<file path="src/rtl/program_loader_pkg.sv">
// Shared definitions for the boot-time program loader: FSM encoding,
// word geometry and checksum seed.
package program_loader_pkg;

    typedef enum logic [2:0] {
        ST_IDLE   = 3'd0,
        ST_LEN_LO = 3'd1,
        ST_LEN_HI = 3'd2,
        ST_DATA   = 3'd3,
        ST_CHECK  = 3'd4,
        ST_DONE   = 3'd5,
        ST_ERROR  = 3'd6
    } state_e;

    localparam int         WORD_BYTES = 4;
    localparam logic [7:0] CHK_SEED   = 8'h00;

    // A new load may only be started from a resting state.
    function automatic logic is_terminal(input state_e s);
        return (s == ST_IDLE) || (s == ST_DONE) || (s == ST_ERROR);
    endfunction

endpackage

</file>
<file path="src/rtl/program_loader_byte_packer.sv">
// Collects four stream bytes little-endian into one instruction word.
// word_ready_o pulses combinationally with the transfer of the 4th byte,
// while word_o already presents the completed word.
module program_loader_byte_packer
    import program_loader_pkg::*;
#(
    parameter int DATA_W = 32
) (
    input  logic              clk,
    input  logic              rst,
    input  logic              clear_i,
    input  logic              xfer_i,
    input  logic [7:0]        byte_i,
    output logic [DATA_W-1:0] word_o,
    output logic              word_ready_o
);

    localparam int SH_W = DATA_W - 8;

    logic [1:0]      idx_q;
    logic [SH_W-1:0] sh_q;

    // Newest byte enters at the top, so the first byte ends up in bits [7:0].
    assign word_o       = {byte_i, sh_q};
    assign word_ready_o = xfer_i && (idx_q == 2'(WORD_BYTES - 1));

    // Byte index and shift register; cleared when a new load starts.
    always_ff @(posedge clk or negedge rst) begin
        if (!rst) begin
            idx_q <= '0;
            sh_q  <= '0;
        end else if (clear_i) begin
            idx_q <= '0;
            sh_q  <= '0;
        end else if (xfer_i) begin
            idx_q <= idx_q + 2'd1;
            sh_q  <= {byte_i, sh_q[SH_W-1:8]};
        end
    end

endmodule

</file>
<file path="src/rtl/program_loader.sv">
// Boot loader: receives LEN_LO, LEN_HI, N*4 payload bytes and an XOR
// checksum byte, writes the words to instruction memory from address 0
// and keeps the core stalled until the image is verified.
module program_loader
    import program_loader_pkg::*;
#(
    parameter int ADDR_W    = 10,
    parameter int DATA_W    = 32,
    parameter int MAX_WORDS = 1024
) (
    input  logic              clk,
    input  logic              rst,
    input  logic              start,
    input  logic              byte_valid,
    input  logic [7:0]        byte_data,
    output logic              byte_ready,
    output logic              imem_we,
    output logic [ADDR_W-1:0] imem_addr,
    output logic [DATA_W-1:0] imem_wdata,
    output logic              cpu_hold,
    output logic              load_done,
    output logic              load_err
);

    localparam logic [15:0] MAX_N = 16'(MAX_WORDS);

    state_e            state_q, state_d;
    logic [7:0]        len_lo_q;
    logic [15:0]       len_q;
    logic [15:0]       wcnt_q;
    logic [7:0]        chk_q;
    logic              we_q;
    logic [ADDR_W-1:0] addr_q;
    logic [DATA_W-1:0] wdata_q;

    logic              xfer;
    logic              start_go;
    logic [15:0]       n_full;
    logic              data_xfer;
    logic              word_ready;
    logic [DATA_W-1:0] word;
    logic              last_word;

    assign xfer      = byte_valid && byte_ready;
    assign start_go  = start && is_terminal(state_q);
    assign n_full    = {byte_data, len_lo_q};
    assign data_xfer = xfer && (state_q == ST_DATA);
    assign last_word = word_ready && (wcnt_q == (len_q - 16'd1));

    program_loader_byte_packer #(
        .DATA_W(DATA_W)
    ) u_packer (
        .clk         (clk),
        .rst         (rst),
        .clear_i     (start_go),
        .xfer_i      (data_xfer),
        .byte_i      (byte_data),
        .word_o      (word),
        .word_ready_o(word_ready)
    );

    // FSM state register.
    always_ff @(posedge clk or negedge rst) begin
        if (!rst) state_q <= ST_IDLE;
        else      state_q <= state_d;
    end

    // FSM next-state logic; the length is range-checked before any write.
    always_comb begin
        state_d = state_q;
        unique case (state_q)
            ST_IDLE, ST_DONE, ST_ERROR: begin
                if (start) state_d = ST_LEN_LO;
            end
            ST_LEN_LO: begin
                if (xfer) state_d = ST_LEN_HI;
            end
            ST_LEN_HI: begin
                if (xfer) begin
                    if (n_full > MAX_N)       state_d = ST_ERROR;
                    else if (n_full == 16'd0) state_d = ST_CHECK;
                    else                      state_d = ST_DATA;
                end
            end
            ST_DATA: begin
                if (last_word) state_d = ST_CHECK;
            end
            ST_CHECK: begin
                if (xfer) state_d = (byte_data == chk_q) ? ST_DONE : ST_ERROR;
            end
            default: state_d = ST_IDLE;
        endcase
    end

    // FSM outputs: all status levels decode directly from the state register.
    always_comb begin
        byte_ready = 1'b0;
        cpu_hold   = 1'b1;
        load_done  = 1'b0;
        load_err   = 1'b0;
        case (state_q)
            ST_LEN_LO, ST_LEN_HI, ST_DATA, ST_CHECK: byte_ready = 1'b1;
            ST_DONE: begin
                cpu_hold  = 1'b0;
                load_done = 1'b1;
            end
            ST_ERROR: load_err = 1'b1;
            default: ;
        endcase
    end

    // Datapath: length capture, checksum, word count and the single-entry
    // write register. The address advances on the cycle after each strobe.
    always_ff @(posedge clk or negedge rst) begin
        if (!rst) begin
            len_lo_q <= '0;
            len_q    <= '0;
            wcnt_q   <= '0;
            chk_q    <= CHK_SEED;
            we_q     <= 1'b0;
            addr_q   <= '0;
            wdata_q  <= '0;
        end else begin
            we_q <= 1'b0;
            if (we_q) addr_q <= addr_q + 1'b1;
            if (start_go) begin
                addr_q <= '0;
                chk_q  <= CHK_SEED;
                wcnt_q <= '0;
            end
            if (xfer && (state_q == ST_LEN_LO)) len_lo_q <= byte_data;
            if (xfer && (state_q == ST_LEN_HI)) len_q    <= n_full;
            if (data_xfer) chk_q <= chk_q ^ byte_data;
            if (word_ready) begin
                wdata_q <= word;
                we_q    <= 1'b1;
                wcnt_q  <= wcnt_q + 16'd1;
            end
        end
    end

    assign imem_we    = we_q;
    assign imem_addr  = addr_q;
    assign imem_wdata = wdata_q;

endmodule
</file>
<file path="config.mk">
export PLATFORM = sky130hd
export DESIGN_NAME = program_loader
export DESIGN_NICKNAME = d
export VERILOG_FILES = /design/src/rtl/program_loader_pkg.sv /design/src/rtl/program_loader_byte_packer.sv /design/src/rtl/program_loader.sv
export SDC_FILE = /design/constraint.sdc
export NUM_CORES = 1
export LEC_CHECK = 0
export ABC_CLOCK_PERIOD_IN_PS = 8000
export CORE_AREA = 2 2 117 119
export CTS_CLUSTER_DIAMETER = 150
export DETAILED_ROUTE_END_ITERATION = 8
export DIE_AREA = 0 0 119 121
export DONT_BUFFER_PORTS = 1
export RECOVER_POWER = 50
export SLEW_MARGIN = 25
export SYNTH_ARGS = -nofsm -noshare
export SYNTH_HDL_FRONTEND = slang
export SYNTH_SLANG_ARGS = --single-unit
</file>
<file path="constraint.sdc">
create_clock -name clk -period 8 [get_ports clk]
set_clock_uncertainty 0.15 [all_clocks]
set_input_delay 1.6 -clock clk [delete_from_list [all_inputs] [get_ports clk]]
set_output_delay 1.6 -clock clk [all_outputs]
set_load 0.02 [all_outputs]
</file>
* Word-level counts from Yosys, hierarchy flattened
Index checks and enable logic that the tools add are counted.
** Storage, ports and cells
- Input port bits :: 12
- Word-level logic and storage cells :: 71
- Output and inout bits :: 47
- Register bits after elaboration :: 120
** Cells by class
- Mux-type cells :: 24
- Eq/ne operators :: 14
- $add $sub $neg :: 4
- $lt $le $gt $ge :: 1
- Reductions and logical operators :: 17
- Bitwise logic cells :: 1
** Operator list (count)
- $mux 24 :: 2
- $mux 16 :: 2
- $mux 3 :: 7
- $mux 10 :: 2
- $add 16x1->16 const B :: 1
- $eq 16x16->1 :: 1
- $gt 16x11->1 const B :: 1
- $logic_not 16->1 :: 1
- $mux 8 :: 2
- $sub 16x1->16 const B :: 1
- $pmux 3 s5 :: 1
- $add 10x1->10 const B :: 1
- $ne 2x2->1 const B :: 5
- $eq 3x3->1 const B :: 3
- $eq 8x8->1 :: 1
- $xor 8x8->8 :: 1
- $logic_and 1x1->1 :: 7
- $eq 3x2->1 const B :: 2
- $mux 2 :: 3
- $reduce_bool 2->1 :: 3
- $mux 1 :: 5
- $reduce_and 5->1 :: 1
- $reduce_or 4->1 :: 1
- $eq 3x1->1 const B :: 1
- other kinds (5) :: 6

* Logic depth before layout (Yosys ltp)
- Word-level depth :: 9
- Gate-level depth with buffers :: 10
- Mapped depth without buffers :: 9

* Cells and area by module
A second synthesis with hierarchy kept.
** Unflattened totals
- Cells, all modules :: 545
- Area, all modules :: 5898.2 um^2
** Modules (own cells, without submodules)
- program_loader :: sequential area each 2352.3 um^2, area an instance 4744.6 um^2, cells each 451, times used 1
- program_loader_byte_packer :: sequential area each 650.6 um^2, area an instance 1153.6 um^2, cells each 94, times used 1

* Least setup slack after synthesis
Ideal clock, no wire load.
- Path kind :: input to register
- Start :: input port byte_valid
- End :: register state_q[0]
- Setup slack :: 4.334 ns
- Stages :: 8
- Required time :: 7.717 ns
- Data arrival time :: 3.383 ns
- Path buffers :: 1
- Cells stage by stage :: and4b_1 > buf_4 > nand2_1 > nor3_1 > nand4b_1 > or4b_2 > a2111oi_4 > o21ai_0
** Between the ends
- Cells in the longest elaborated chain, start to end :: 6
- Elaborated cells between the ends (all ways) :: 9
** Ends and longest elaborated chain
- from (decl) :: RTL line program_loader.sv:14 : input logic byte_valid,
- $logic_and 1x1->1 * :: RTL line program_loader.sv:44 : assign xfer = byte_valid && byte_ready;
- $logic_and 1x1->1 :: RTL line program_loader.sv:47 : assign data_xfer = xfer && (state_q == ST_DATA);
- $logic_and 1x1->1 :: RTL line program_loader_byte_packer.sv:25 : assign word_ready_o = xfer_i && (idx_q == 2'(WORD_BYTES - 1));
- $logic_and 1x1->1 :: RTL line program_loader.sv:48 : assign last_word = word_ready && (wcnt_q == (len_q - 16'd1));
- $ne 2x2->1 (no source line)
- $reduce_and 5->1 (no source line) *
- to (signal assigned) :: RTL line program_loader.sv:65 : else state_q <= state_d;
- to (decl) :: RTL line program_loader.sv:27 : state_e state_q, state_d;
Every way passes the cells marked *; elsewhere a longest branch is shown, timed or not.
A chain may end at the register's enable or synchronous reset.

* Worst setup path after layout
- Start :: input port byte_valid
- End :: register state_q[1]
Same word-level chain as after synthesis.

==> impl_results.md <==
- Clock sink total: 120
- Layout overhead on the synthesized area: 12.5%
- Max-cap check violation count: 1
- Mapped cell area: 5760 µm²
- Vias per Instance: 5.32
- Post-detailed-route DRC marker count: 0
- Cell count after synthesis: 628
- Predominant post-synthesis flop cell: sky130_fd_sc_hd__dfrtp_1
- Total vias in the final route: 4,300
- Number of pins exceeding their max-slew limit in the final report: 39
- Share of total power in the clock network: 39.3%
- Fin crit period: 3640 ps
- Worst Reg-to-Reg Cells: 7
- Mean area per synthesized cell: 9.16 µm²
- Worst slew pin tran: 1770 ps
- Worst supply voltage drop on vdd: 0.222 mV
- IO Port Bufs: 0
- Reg2reg setup slack: 4560 ps
- Flops & latches, synth: 120
- Place WS: 3580 ps
- Critical Path, Cell by Cell: and4b_2, nand2_1, nor3_1, nand4b_1, or4b_2, a2111oi_4, o21ai_0
- First-pass DRT Iterations: 4
- Layout Nets: 635
- Delay of the slowest critical-path stage: 650 ps
- Synth Area in Simple Gates: 22.7%
- Setup violation total in the final timing report: 0
- Clock root buffer master: sky130_fd_sc_hd__clkbuf_16
- Kind of end point of the critical path: flip-flop
- Launching instance or port of the critical path: byte_valid
- Die Area: 14,400 µm²
- Design Power: 1.96 mW
- Horizontal die dimension: 119 µm
- Fraction of registers with async set or reset after synthesis: 100%
- Antenna diode count: 0
- CTS H-Tree Depth: 4
- Hold_buf cts: 0
- Antenna Nets Post-Route: 0
- Detailed Place HPWL: 8.36 mm
- Fin crit share: 45.5%
- Main combinational cell family by area after synthesis: simple AND/OR/NAND/NOR gates
- Outcome: complete, but fails checks
- Power per cell area: 302 nW/µm²
- Final worst setup slack: 4360 ps
- Clk buf depth: 2
- Final hold slack: 318 ps
- Kind of start point of the critical path: input port
- Final RePlAce weighted congestion: 0.862
- Switching pwr: 0.638 mW
- Highest attainable clock frequency: 0.275 GHz
- Number of antenna violations at the first check in global routing: 0
- Critical path destination: state_q[1]
- Xor-xnor portion of the synthesized cell area: 5.33%
- Sequential cell fraction of total power: 49.8%
- Post-Synth Adder-Cell Area: 0.870%
- Total of warnings raised by yosys: 0
- WS Path Type: input port to flip-flop
- Number of hold violations in the final report: 0
- Compound-Gate Fraction of Synth Area: 9.61%
- Worst-Skew Late Latency: 410 ps
- Ratio of cells with drive above 1 in the final layout: 10.9%
- Floorplan die height: 121 µm
- Unrepaired setup endpoints after global routing: no
- Proportion of synthesized area in mux cells: 6.24%
- Number of different library cells in the post-synthesis netlist: 54
- Switching part of the total: 32.6%
- Number of core rows: 42
- Initial core utilization: 44.0%
- Start of the worst register-to-register path: state_q[1]
- Synthesized Nets: 644
- Cell depth of the worst setup path: 7
- Crit-path max FO: 28
- DRT Wirelength: 12.5 mm
- Violations in the final reports: capacitance limit, slew limit
- Wire length of the first global-routing pass: 21.1 mm
- Terminus of the critical flop-to-flop path: chk_q[6]
- Number of buffer and inverter instances along the worst setup path: 0
- Slew HR: -17.7%
- Clock tree from TritonCTS: built
- Avg WL per Cell: 15.5 µm
- Clock transition time at the flip-flop clock pins of the worst setup and hold paths: 60 ps
- Post-cts gate resize count: 0
- Post-CTS Setup Repair Bufs: 0
- Final Non-Filler Cells: 808
- Arrival time at the worst endpoint: 3780 ps
- Placed cells: 776
- GRT Overall Usage: 18.7%
- Number of buffers created by CTS: 17
- Worst path required time: 8140 ps
- Maximum number of pins on one net before global-route repair: 121
- Via count of the first global-routing pass: 4,249
- Congestion Overflow GR: 0
- Fraction of power consumed by combinational cells: 10.9%
- Floorplan core area: 13,100 µm²
- Fraction of the yosys area taken by sequential cells: 52.2%
- DRC violation total after the first TritonRoute iteration: 225
- Family with the most delay on the worst path: simple AND/OR/NAND/NOR gates
- Class of the most critical hold timing path: flip-flop to flip-flop
- P_int: 1.32 mW
- Critical-path cell with the highest stage delay: sky130_fd_sc_hd__or4b_2
- Number of enable-type register cells in the synthesized netlist: 0
- Leakage Power: 3.00 nW
- Setup_tns: 0 ps
- Top Ports: 59
[synth_stat cells, types with 3 or more instances]
library cell,n,area (µm²)
sky130_fd_sc_hd__nand2_1,189,709
sky130_fd_sc_hd__dfrtp_1,120,3000
sky130_fd_sc_hd__o21ai_0,44,220
sky130_fd_sc_hd__nor2_1,41,154
sky130_fd_sc_hd__a21oi_1,35,175
sky130_fd_sc_hd__mux2_2,23,259
sky130_fd_sc_hd__clkbuf_1,22,82.6
sky130_fd_sc_hd__xor2_1,19,166
sky130_fd_sc_hd__nand3_1,16,80.1
sky130_fd_sc_hd__xnor2_1,16,140
sky130_fd_sc_hd__mux2i_1,10,100
sky130_fd_sc_hd__inv_1,9,33.8
sky130_fd_sc_hd__nor3_1,9,45.0
sky130_fd_sc_hd__and3_1,8,50.1
sky130_fd_sc_hd__buf_1,5,18.8
sky130_fd_sc_hd__nand4_1,5,31.3
sky130_fd_sc_hd__ha_1,4,50.1
sky130_fd_sc_hd__nor4_1,4,25.0
sky130_fd_sc_hd__nand2b_1,3,18.8
sky130_fd_sc_hd__nand3b_1,3,22.5
sky130_fd_sc_hd__nor2b_1,3,18.8
sky130_fd_sc_hd__or3_1,3,18.8
[kinds of logic (layout without fill, tap and decap cells)]
logic type,count (synthesis),after routing
AOI/OAI and AO/OA,96,96
DFF,120,120
adders and majority gates,4,4
and+or+nand+nor,298,298
xor gates and xnor gates,35,35
buffers and inverters,42,46
muxes,33,33
[layout make-up]
type                    instances  area, µm²
clock buffers                  18        429
clock inverters                14        174
fillers                      1208       6610
inverters                       9       33.8
multi-input cells             466       2580
flip-flops and latches        120       3000
well taps                     176        220
repair buffers                  5       30.0
[cells in the final DEF, fill, tap and decap left out, types with 4 or more instances in the layout]
master / n
sky130_fd_sc_hd__nor2_1: 41
sky130_fd_sc_hd__nor4_1: 4
sky130_fd_sc_hd__xnor2_1: 16
sky130_fd_sc_hd__nand4_1: 5
sky130_fd_sc_hd__nand2_1: 189
sky130_fd_sc_hd__nand3_1: 16
sky130_fd_sc_hd__clkbuf_16: 17
sky130_fd_sc_hd__o21ai_0: 44
sky130_fd_sc_hd__a21oi_1: 35
sky130_fd_sc_hd__and3_1: 8
sky130_fd_sc_hd__mux2_2: 23
sky130_fd_sc_hd__mux2i_1: 10
sky130_fd_sc_hd__inv_1: 9
sky130_fd_sc_hd__nor3_1: 9
sky130_fd_sc_hd__dfrtp_1: 120
sky130_fd_sc_hd__clkinvlp_4: 4
sky130_fd_sc_hd__xor2_1: 19
sky130_fd_sc_hd__ha_1: 4
[worst min-delay path by stage]
stage                          start            end  slack [ps]  cells after the start
global route        u_packer.sh_q[6]  imem_wdata[6]         360                      2
finish              u_packer.sh_q[4]  imem_wdata[4]         320                      2
global placement    u_packer.sh_q[4]  imem_wdata[4]         310                      2
floorplan           u_packer.sh_q[0]  imem_wdata[0]         290                      2
CTS                 u_packer.sh_q[4]  imem_wdata[4]         320                      2
detailed placement  u_packer.sh_q[3]  imem_wdata[3]         310                      2
[through the flow]
step                      util, %  area (µm²)
after floorplan                 -        5760
after global placement       44.9        5870
after detailed placement     44.9        5870
after CTS                    49.5        6470
after global routing         49.5        6470
final                        49.5        6470
[registers in the layout, summed over array words and instances, names as in the netlist, 2 cells and up]
register / cells
u_packer.idx_q: 2
u_packer.sh_q: 24
len_q: 16
imem_addr: 10
wcnt_q: 16
len_lo_q: 8
imem_wdata: 32
state_q: 3
chk_q: 8
[tightest hold or removal path, cell delays in order, from the launching register on]
cell	delay (ps)
sky130_fd_sc_hd__dfrtp_1	340
sky130_fd_sc_hd__nand2_1	50
sky130_fd_sc_hd__nand2_1	50
[per-layer routing]
metal,up-vias,part of all wire [%],global-route usage [%]
li1,2090,-,-
met1,2118,45,23.1
met2,76,49,30.9
met3,16,4.6,5.87
met4,0,1.7,6.77
met5,-,0,0
[power by group through the flow]
stage | registers, mW | clock network, mW | logic (mW)
floorplan | 0.951 | 0 | 0.184
global placement | 0.984 | 0 | 0.208
detailed placement | 0.986 | 0 | 0.216
CTS | 0.978 | 0.788 | 0.218
global route | 0.993 | 0.818 | 0.258
finish | 0.974 | 0.770 | 0.213
Note: power is estimated with default switching activity, not from simulation.
